[config.mk]
export PLATFORM = sky130hd
export DESIGN_NAME = flag_unit_flat
export DESIGN_NICKNAME = d
export VERILOG_FILES = /design/src/rtl/flag_unit_if.sv /design/src/rtl/flag_unit.sv /design/src/flat_wrapper.sv
export SDC_FILE = /design/constraint.sdc
export NUM_CORES = 1
export LEC_CHECK = 0
export CORE_UTILIZATION = 48
export DETAILED_ROUTE_END_ITERATION = 6
export PLACE_DENSITY_LB_ADDON = 0.05
export SLEW_MARGIN = 20
export SYNTH_ARGS = -nofsm -noshare
export SYNTH_HDL_FRONTEND = slang
export SYNTH_SLANG_ARGS = --single-unit
export TNS_END_PERCENT = 5
[constraint.sdc]
create_clock -name clk -period 3.4 [get_ports clk]
set_input_delay 0.68 -clock clk [delete_from_list [all_inputs] [get_ports clk]]
set_output_delay 0.68 -clock clk [all_outputs]
set_load 0.03 [all_outputs]
[src/rtl/flag_unit_if.sv]
// EX-stage to flag-unit bundle: flag-writing instruction info in, committed and
// forwarded N/Z/V plus status out.
interface flag_unit_if #(
    parameter int DATA_W = 16,
    parameter int CNT_W  = 16
);
    logic              ex_valid;
    logic              ex_stall;
    logic              ex_flush;
    logic              ex_set_N;
    logic              ex_set_Z;
    logic              ex_set_V;
    logic [DATA_W-1:0] ex_result;
    logic              ex_ovfl;
    logic              halt_in;

    logic              N;
    logic              Z;
    logic              V;
    logic              fwd_N;
    logic              fwd_Z;
    logic              fwd_V;
    logic              frozen;
    logic [CNT_W-1:0]  upd_cnt;

    modport master (
        output ex_valid, ex_stall, ex_flush, ex_set_N, ex_set_Z, ex_set_V,
               ex_result, ex_ovfl, halt_in,
        input  N, Z, V, fwd_N, fwd_Z, fwd_V, frozen, upd_cnt
    );

    modport slave (
        input  ex_valid, ex_stall, ex_flush, ex_set_N, ex_set_Z, ex_set_V,
               ex_result, ex_ovfl, halt_in,
        output N, Z, V, fwd_N, fwd_Z, fwd_V, frozen, upd_cnt
    );
endinterface

[src/rtl/flag_unit.sv]
// N/Z/V flag producer: one-entry pending slot between EX and the architectural
// flags, per-bit newest-writer forwarding to ID, and a halt freeze.
//
//  state  | meaning
//  RUN    | capturing EX writers, committing the pending slot
//  FROZEN | halted; flags, counter and forwarding held until reset
module flag_unit #(
    parameter int DATA_W = 16,
    parameter int CNT_W  = 16
) (
    input logic       clk,
    input logic       rst,
    flag_unit_if.slave bus
);
    typedef enum logic [0:0] {
        RUN    = 1'b0,
        FROZEN = 1'b1
    } state_t;

    state_t           state;
    logic             pend_valid;
    logic [2:0]       pend_set;    // {N, Z, V}
    logic [2:0]       pend_val;    // {N, Z, V}
    logic [2:0]       arch;        // {N, Z, V}
    logic             frozen_q;
    logic [CNT_W-1:0] cnt;

    logic [2:0]       ex_set;
    logic [2:0]       ex_val;
    logic             ex_cand;
    logic [2:0]       fwd;

    assign ex_set = {bus.ex_set_N, bus.ex_set_Z, bus.ex_set_V};
    assign ex_val = {bus.ex_result[DATA_W-1], (bus.ex_result == '0), bus.ex_ovfl};

    assign ex_cand = bus.ex_valid & ~bus.ex_flush & ~bus.ex_stall
                   & (|ex_set) & (state == RUN);

    // Newest writer wins per bit: EX over pending over architectural.
    always_comb begin
        fwd = arch;
        if (state == RUN) begin
            for (int i = 0; i < 3; i++) begin
                if (pend_valid && pend_set[i]) fwd[i] = pend_val[i];
                if (ex_cand && ex_set[i])      fwd[i] = ex_val[i];
            end
        end
    end

    always_ff @(posedge clk or posedge rst) begin
        if (rst) begin
            state      <= RUN;
            pend_valid <= 1'b0;
            pend_set   <= 3'b000;
            pend_val   <= 3'b000;
            arch       <= 3'b000;
            frozen_q   <= 1'b0;
            cnt        <= '0;
        end else begin
            case (state)
                RUN: begin
                    // The older pending entry commits even in the halt cycle.
                    if (pend_valid) begin
                        for (int i = 0; i < 3; i++) begin
                            if (pend_set[i]) arch[i] <= pend_val[i];
                        end
                        if (cnt != '1) cnt <= cnt + CNT_W'(1);
                    end

                    if (bus.halt_in) begin
                        state      <= FROZEN;
                        frozen_q   <= 1'b1;
                        pend_valid <= 1'b0;
                    end else begin
                        pend_valid <= ex_cand;
                        if (ex_cand) begin
                            pend_set <= ex_set;
                            pend_val <= ex_val;
                        end
                    end
                end
                FROZEN: begin
                    state    <= FROZEN;
                    frozen_q <= 1'b1;
                end
                default: begin
                    state      <= RUN;
                    frozen_q   <= 1'b0;
                    pend_valid <= 1'b0;
                end
            endcase
        end
    end

    assign bus.N       = arch[2];
    assign bus.Z       = arch[1];
    assign bus.V       = arch[0];
    assign bus.fwd_N   = fwd[2];
    assign bus.fwd_Z   = fwd[1];
    assign bus.fwd_V   = fwd[0];
    assign bus.frozen  = frozen_q;
    assign bus.upd_cnt = cnt;
endmodule
[src/flat_wrapper.sv]
// flat-port wrapper written by rule: the top's interface ports become plain ports
module flag_unit_flat 
#(
    parameter int DATA_W = 16,
    parameter int CNT_W  = 16
)
  (clk, rst, bus_ex_valid, bus_ex_stall, bus_ex_flush, bus_ex_set_N, bus_ex_set_Z, bus_ex_set_V, bus_ex_result, bus_ex_ovfl, bus_halt_in, bus_N, bus_Z, bus_V, bus_fwd_N, bus_fwd_Z, bus_fwd_V, bus_frozen, bus_upd_cnt);
  flag_unit_if #(.DATA_W(DATA_W), .CNT_W(CNT_W)) bus_i ();
  input logic clk;
  input logic rst;
  input wire logic [$bits(bus_i.ex_valid)-1:0] bus_ex_valid;
  input wire logic [$bits(bus_i.ex_stall)-1:0] bus_ex_stall;
  input wire logic [$bits(bus_i.ex_flush)-1:0] bus_ex_flush;
  input wire logic [$bits(bus_i.ex_set_N)-1:0] bus_ex_set_N;
  input wire logic [$bits(bus_i.ex_set_Z)-1:0] bus_ex_set_Z;
  input wire logic [$bits(bus_i.ex_set_V)-1:0] bus_ex_set_V;
  input wire logic [$bits(bus_i.ex_result)-1:0] bus_ex_result;
  input wire logic [$bits(bus_i.ex_ovfl)-1:0] bus_ex_ovfl;
  input wire logic [$bits(bus_i.halt_in)-1:0] bus_halt_in;
  output wire logic [$bits(bus_i.N)-1:0] bus_N;
  output wire logic [$bits(bus_i.Z)-1:0] bus_Z;
  output wire logic [$bits(bus_i.V)-1:0] bus_V;
  output wire logic [$bits(bus_i.fwd_N)-1:0] bus_fwd_N;
  output wire logic [$bits(bus_i.fwd_Z)-1:0] bus_fwd_Z;
  output wire logic [$bits(bus_i.fwd_V)-1:0] bus_fwd_V;
  output wire logic [$bits(bus_i.frozen)-1:0] bus_frozen;
  output wire logic [$bits(bus_i.upd_cnt)-1:0] bus_upd_cnt;
  assign bus_i.ex_valid = bus_ex_valid;
  assign bus_i.ex_stall = bus_ex_stall;
  assign bus_i.ex_flush = bus_ex_flush;
  assign bus_i.ex_set_N = bus_ex_set_N;
  assign bus_i.ex_set_Z = bus_ex_set_Z;
  assign bus_i.ex_set_V = bus_ex_set_V;
  assign bus_i.ex_result = bus_ex_result;
  assign bus_i.ex_ovfl = bus_ex_ovfl;
  assign bus_i.halt_in = bus_halt_in;
  assign bus_N = bus_i.N;
  assign bus_Z = bus_i.Z;
  assign bus_V = bus_i.V;
  assign bus_fwd_N = bus_i.fwd_N;
  assign bus_fwd_Z = bus_i.fwd_Z;
  assign bus_fwd_V = bus_i.fwd_V;
  assign bus_frozen = bus_i.frozen;
  assign bus_upd_cnt = bus_i.upd_cnt;
  flag_unit #(.DATA_W(DATA_W), .CNT_W(CNT_W)) u_core (.clk(clk), .rst(rst), .bus(bus_i));
endmodule
Word level (Yosys, flattened, before mapping)
Cells that the tools add are included.
{"block": "word_totals", "inputBits": 26, "regBits": 28, "wordCells": 45, "memories": 0, "latch_bits": 0, "ram_bits": 0, "romBits": 0}
{"block": "op_classes", "addsub": 1, "n_lt_le_gt_ge": 0, "n_reduce_logical": 13, "n_eq_ne": 2, "n_shift": 0, "multipliers": 0, "bitwise": 8, "muxes": 12, "div": 0}
{"operator": "16-bit by 1-bit adder with 16-bit output (second input constant)", "n": 1}
{"operator": "16-bit logical NOT", "n": 1}
{"operator": "16-bit inequality test (second input constant)", "n": 1}
{"operator": "3-bit AND reduction", "n": 5}
{"operator": "1-bit 2-to-1 mux", "n": 9}
{"operator": "1-bit logical AND", "n": 6}
{"operator": "1-bit bitwise AND", "n": 4}
{"operator": "1-bit inverter", "n": 4}
{"operator": "1-bit one-hot mux with 2 select lines", "n": 2}
{"operator": "3-bit 2-to-1 mux", "n": 1}
{"operator": "3-bit OR reduction", "n": 1}
{"operator": "2-bit inequality test (second input constant)", "n": 1}

Logic depth before layout (Yosys ltp)
{"block": "logic_depth", "depth_word": 8, "depth_mapped": 5, "depth_no_buf": 5}

Worst setup path after synthesis
No wires, ideal clock.
{"block": "synth_timing", "path_type": "in2out", "startpoint": "in bus_ex_flush", "endpoint": "out bus_fwd_N", "arrival_time_ps": 2044, "setup_slack_ps": 676, "t_required_ps": 2720, "path_stages": 4, "n_path_buf": 0, "cell_sequence": "nor4b_4 -> nand2_1 -> mux2_2 -> o21ai_0"}
{"block": "synth_via", "elab_chain_len": 8}
{"element": "from (decl)", "line": "flat_wrapper.sv:13", "rtl": "input wire logic [$bits(bus_i.ex_flush)-1:0] bus_ex_flush;"}
{"element": "1-bit inverter", "line": "flag_unit.sv:36", "rtl": "assign ex_cand = bus.ex_valid & ~bus.ex_flush & ~bus.ex_stall"}
{"element": "1-bit bitwise AND (2 in a row)", "line": "flag_unit.sv:36"}
{"element": "1-bit bitwise AND (2 in a row)", "line": "flag_unit.sv:37", "rtl": "& (|ex_set) & (state == RUN);"}
{"element": "1-bit logical AND", "line": "flag_unit.sv:45", "rtl": "if (ex_cand && ex_set[i]) fwd[i] = ex_val[i];"}
{"element": "1-bit 2-to-1 mux", "line": "flag_unit.sv:45"}
{"element": "3-bit 2-to-1 mux", "line": "flag_unit.sv:42", "rtl": "if (state == RUN) begin"}
{"element": "to (decl)", "line": "flat_wrapper.sv:23", "rtl": "output wire logic [$bits(bus_i.fwd_N)-1:0] bus_fwd_N;"}
No other way between the ends.

Final worst setup path
{"block": "layout_timing", "startpoint": "in bus_ex_flush", "endpoint": "out bus_fwd_V"}
{"block": "layout_via", "elab_chain_len": 8}
{"element": "1-bit inverter", "line": "flag_unit.sv:36"}
{"element": "1-bit bitwise AND (2 in a row)", "line": "flag_unit.sv:36"}
{"element": "1-bit bitwise AND (2 in a row)", "line": "flag_unit.sv:37"}
{"element": "1-bit logical AND", "line": "flag_unit.sv:45"}
{"element": "1-bit 2-to-1 mux", "line": "flag_unit.sv:45"}
{"element": "3-bit 2-to-1 mux", "line": "flag_unit.sv:42"}
{"element": "to (decl)", "line": "flat_wrapper.sv:25", "rtl": "output wire logic [$bits(bus_i.fwd_V)-1:0] bus_fwd_V;"}
No other way between the ends.

==> metrics.md <==
| Metric | Value |
|---|---|
| Post-Layout Inst Area | between 1500 and 2000 um^2 |
| Clock Path Buffers | 2 |
| Hold-fix buffers, CTS | 0 |
| Die X | 56.1 um |
| Area growth, synth to finish | 37.2% |
| Min-delay src | u_core.bus.frozen |
| MaxCap Viol Count | 0 |
| Total iterations of the first detailed-routing run | 4 |
| Cells after synthesis | 122 |
| Clock Latency Late Sink | about 0.32 ns |
| CTS H-Tree Depth | 1 |
| CTS buffer count | 3 |
| Initial antenna violation count | 0 |
| Synth cell count leaders | 28 x dfrtp_1, 16 x nand2_1, 14 x xnor2_1, 8 x nand4_1, 7 x and3_1 |
| DRC | 0 |
| Placeable core region | approximately 2800 um^2 |
| Synth Area per Inst | 11.5 um^2 |
| CP Launch Type | input port |
| Die ar. | ~3200 um^2 |
| Dpl cell area | about 1900 um^2 |
| Synth warn | 0 |
| Clock root buffer | clkbuf_4 |
| Cell type with the largest total area after synthesis | dfrtp_1 |
| Vias in the first global route | roughly 1,100 |
| Hold Slack | roughly 0.50 ns |
| Met2 Wirelength | around 1400 um |
| DRC marker count from the first detailed-route iteration | 26 |
| Top_reg_cell synth | dfrtp_1 |
| EDFF count, synth | 0 |
| Ys async rst share | 100% |
| Worst setup path class | in2out |
| Total track usage | approximately a fifth |
| RSZ-0062 raised after global routing | false |
| Clk slew on worst S/H paths | around 0.14 ns |
| Period minus WS final | roughly 3.3 ns |
| PortBufs | 48 |
| Met1 WL | roughly 1400 um |
| Critical Path End Type | output pin |
| Pwr Density | 272 nW/um^2 |
| Worst hold path type | reg2reg |
| Rows | 19 |
| Top-count cell post-synth | dfrtp_1 |
| Post-DRT Antenna Nets | 0 |
| Initial Utilization | 51.0% |
| Crit-path max FO | 5 |
| Mapped Area | 1410 um^2 |
| Die height | around 56 um |
| Final hold vios | 0 |
| Final Instance Count excl. Fillers | between 200 and 250 |
| Final net count | 200 |
| WL final | 2950 um |
| Hold path endpoint | u_core.bus.frozen |
| Leak Pwr | roughly 0.84 nW |
| Post-synth top area share | about 50% |
| Worst r2r src | u_core.state |
| Share of cells above drive strength 1 | between 10% and 20% |
| Fmax | ~0.30 GHz |
| Core Util, Final | a little over two thirds |
| # resized after CTS | 1 |
| Post-synthesis net count | 149 |
| PnR Total Power | 524 uW |
| Clock skew | 0.00263 ns |
| Relative slew slack | approximately 62% |
| Vias/cell | roughly 5.5 |
| Inst Count DP | ~200 |
| Distinct cells, synth | 33 |
| Final-report setup violation count | 0 |
| DR vias | around 1,100 |
| Largest net degree at the start of global routing | 29 |
| Yosys reg bits | 28 |
| Synth top area cells | dfrtp_1 50%, xnor2_1 8.7%, mux2_4 4.3% |
| HPWL Detailed | ~2200 um |
| WP data arrival | about 2.6 ns |
| Metal3 WL | 133 um |
| R2r setup slk | roughly 1.5 ns |
| Outcome | finished clean |
| R2R Path End | u_core.pend_val[2] |
| Clock Sink Count | 28 |
| Top routing layer used | met3 |
| CTS tree | done |
| Max Transition Viols Final | 0 |
| Sequential area share after synthesis | about half |
| Final Wtd Congestion | between 0.7 and 0.8 |
| Post-CTS Repair Setup Buffers | 0 |
| Aggregate global routing overflow | 0 |
| Worst r2r path cells | 4 |
| VDD IR max | 0.000222 V |
| # diodes | 0 |
| Drt wl/cell | between 10 and 15 um |
| Final period util | 96.6% |
| Ports | 49 |
| Worst Path Required | 2.72 ns |
| Global-route wire length before repair | ~4900 um |
| Worst Tran Pin Value | 0.571 ns |
| Worst Hold Depth | 1 |
cell usage in the layout, fill, tap and decap left out, drive strengths merged, types with 2 or more instances in the layout:
| master | count |
|---|---|
| and4 | 4 |
| mux2i | 2 |
| clkbuf | 3 |
| nand4 | 8 |
| clkdlybuf4s50 | 46 |
| mux2 | 8 |
| nand3 | 3 |
| a41oi | 2 |
| o21ai | 3 |
| nor4 | 4 |
| dfrtp | 28 |
| and3 | 7 |
| nand2 | 16 |
| inv | 4 |
| a21o | 2 |
| xnor2 | 14 |
logic make-up (layout without fill, tap and decap cells):
kind of cell / Yosys count / in the layout / share of synthesized area (%)
mux: 10 / 10 / 8.90
compound gates: 12 / 12 / 7.47
buf+inv: 6 / 55 / 2.13
flops: 28 / 28 / 49.8
simple gates: 50 / 50 / 21.4
xor+xnor: 15 / 15 / 9.34
fa+ha+maj: 1 / 1 / 0.890
metal layers:
| metal | GRT usage [%] | vias to the layer above |
|---|---|---|
| met1 | 28.0 | 531 |
| met4 | 4.88 | 0 |
| met2 | 31.8 | 43 |
| met5 | 0 | - |
| met3 | 3.26 | 0 |
| li1 | - | 544 |
flip-flops by register name (all words and copies together), names as in the netlist:
register / flops
u_core.bus.upd_cnt: 16
u_core.pend_valid: 1
u_core.arch: 3
u_core.bus.frozen: 1
u_core.state: 1
u_core.pend_val: 3
u_core.pend_set: 3
report_power, final:
| group | switching [mW] | leakage, nW | total (mW) | internal, mW |
|---|---|---|---|---|
| logic | 0.0167 | 0.458 | 0.0482 | 0.0314 |
| registers | 0.00412 | 0.365 | 0.341 | 0.337 |
| clock network | 0.0932 | 0.0138 | 0.135 | 0.0415 |
area by class of cell:
type                    instances  area, um^2
fillers                       214         828
inverters                       4        15.0
flip-flops and latches         28         701
multi-input cells              88         676
well taps                      31        38.8
repair buffers                 48         477
clock buffers                   3        22.5
metrics by stage:
stage / setup WS [ns] / setup TNS, ns
after floorplan: 0.676 / 0
after global placement: 0.0448 / 0
after detailed placement: -0.00846 / -0.00846
after CTS: 0.0919 / 0
after global routing: 0.00770 / 0
final: 0.116 / 0
worst max path at each step:
stage	startpoint	to	slack, ns	depth (start not counted)
final	bus_ex_flush	bus_fwd_V	0.12	6
after global routing	bus_ex_flush	bus_fwd_V	0.008	6
after CTS	bus_ex_flush	bus_fwd_V	0.09	6
after detailed placement	bus_ex_flush	bus_fwd_Z	-0.008	6
after global placement	bus_ex_flush	bus_fwd_Z	0.04	6
after floorplan	bus_ex_flush	bus_fwd_N	0.68	4
critical path, cell delays in order:
cell and delay [ns]:
clkdlybuf4s50_1 0.44, nor4b_4 0.40, nand2_1 0.13, mux2i_1 0.13, o21ai_0 0.14, clkdlybuf4s50_1 0.69
No activity file was read; power rests on OpenSTA's default activity.
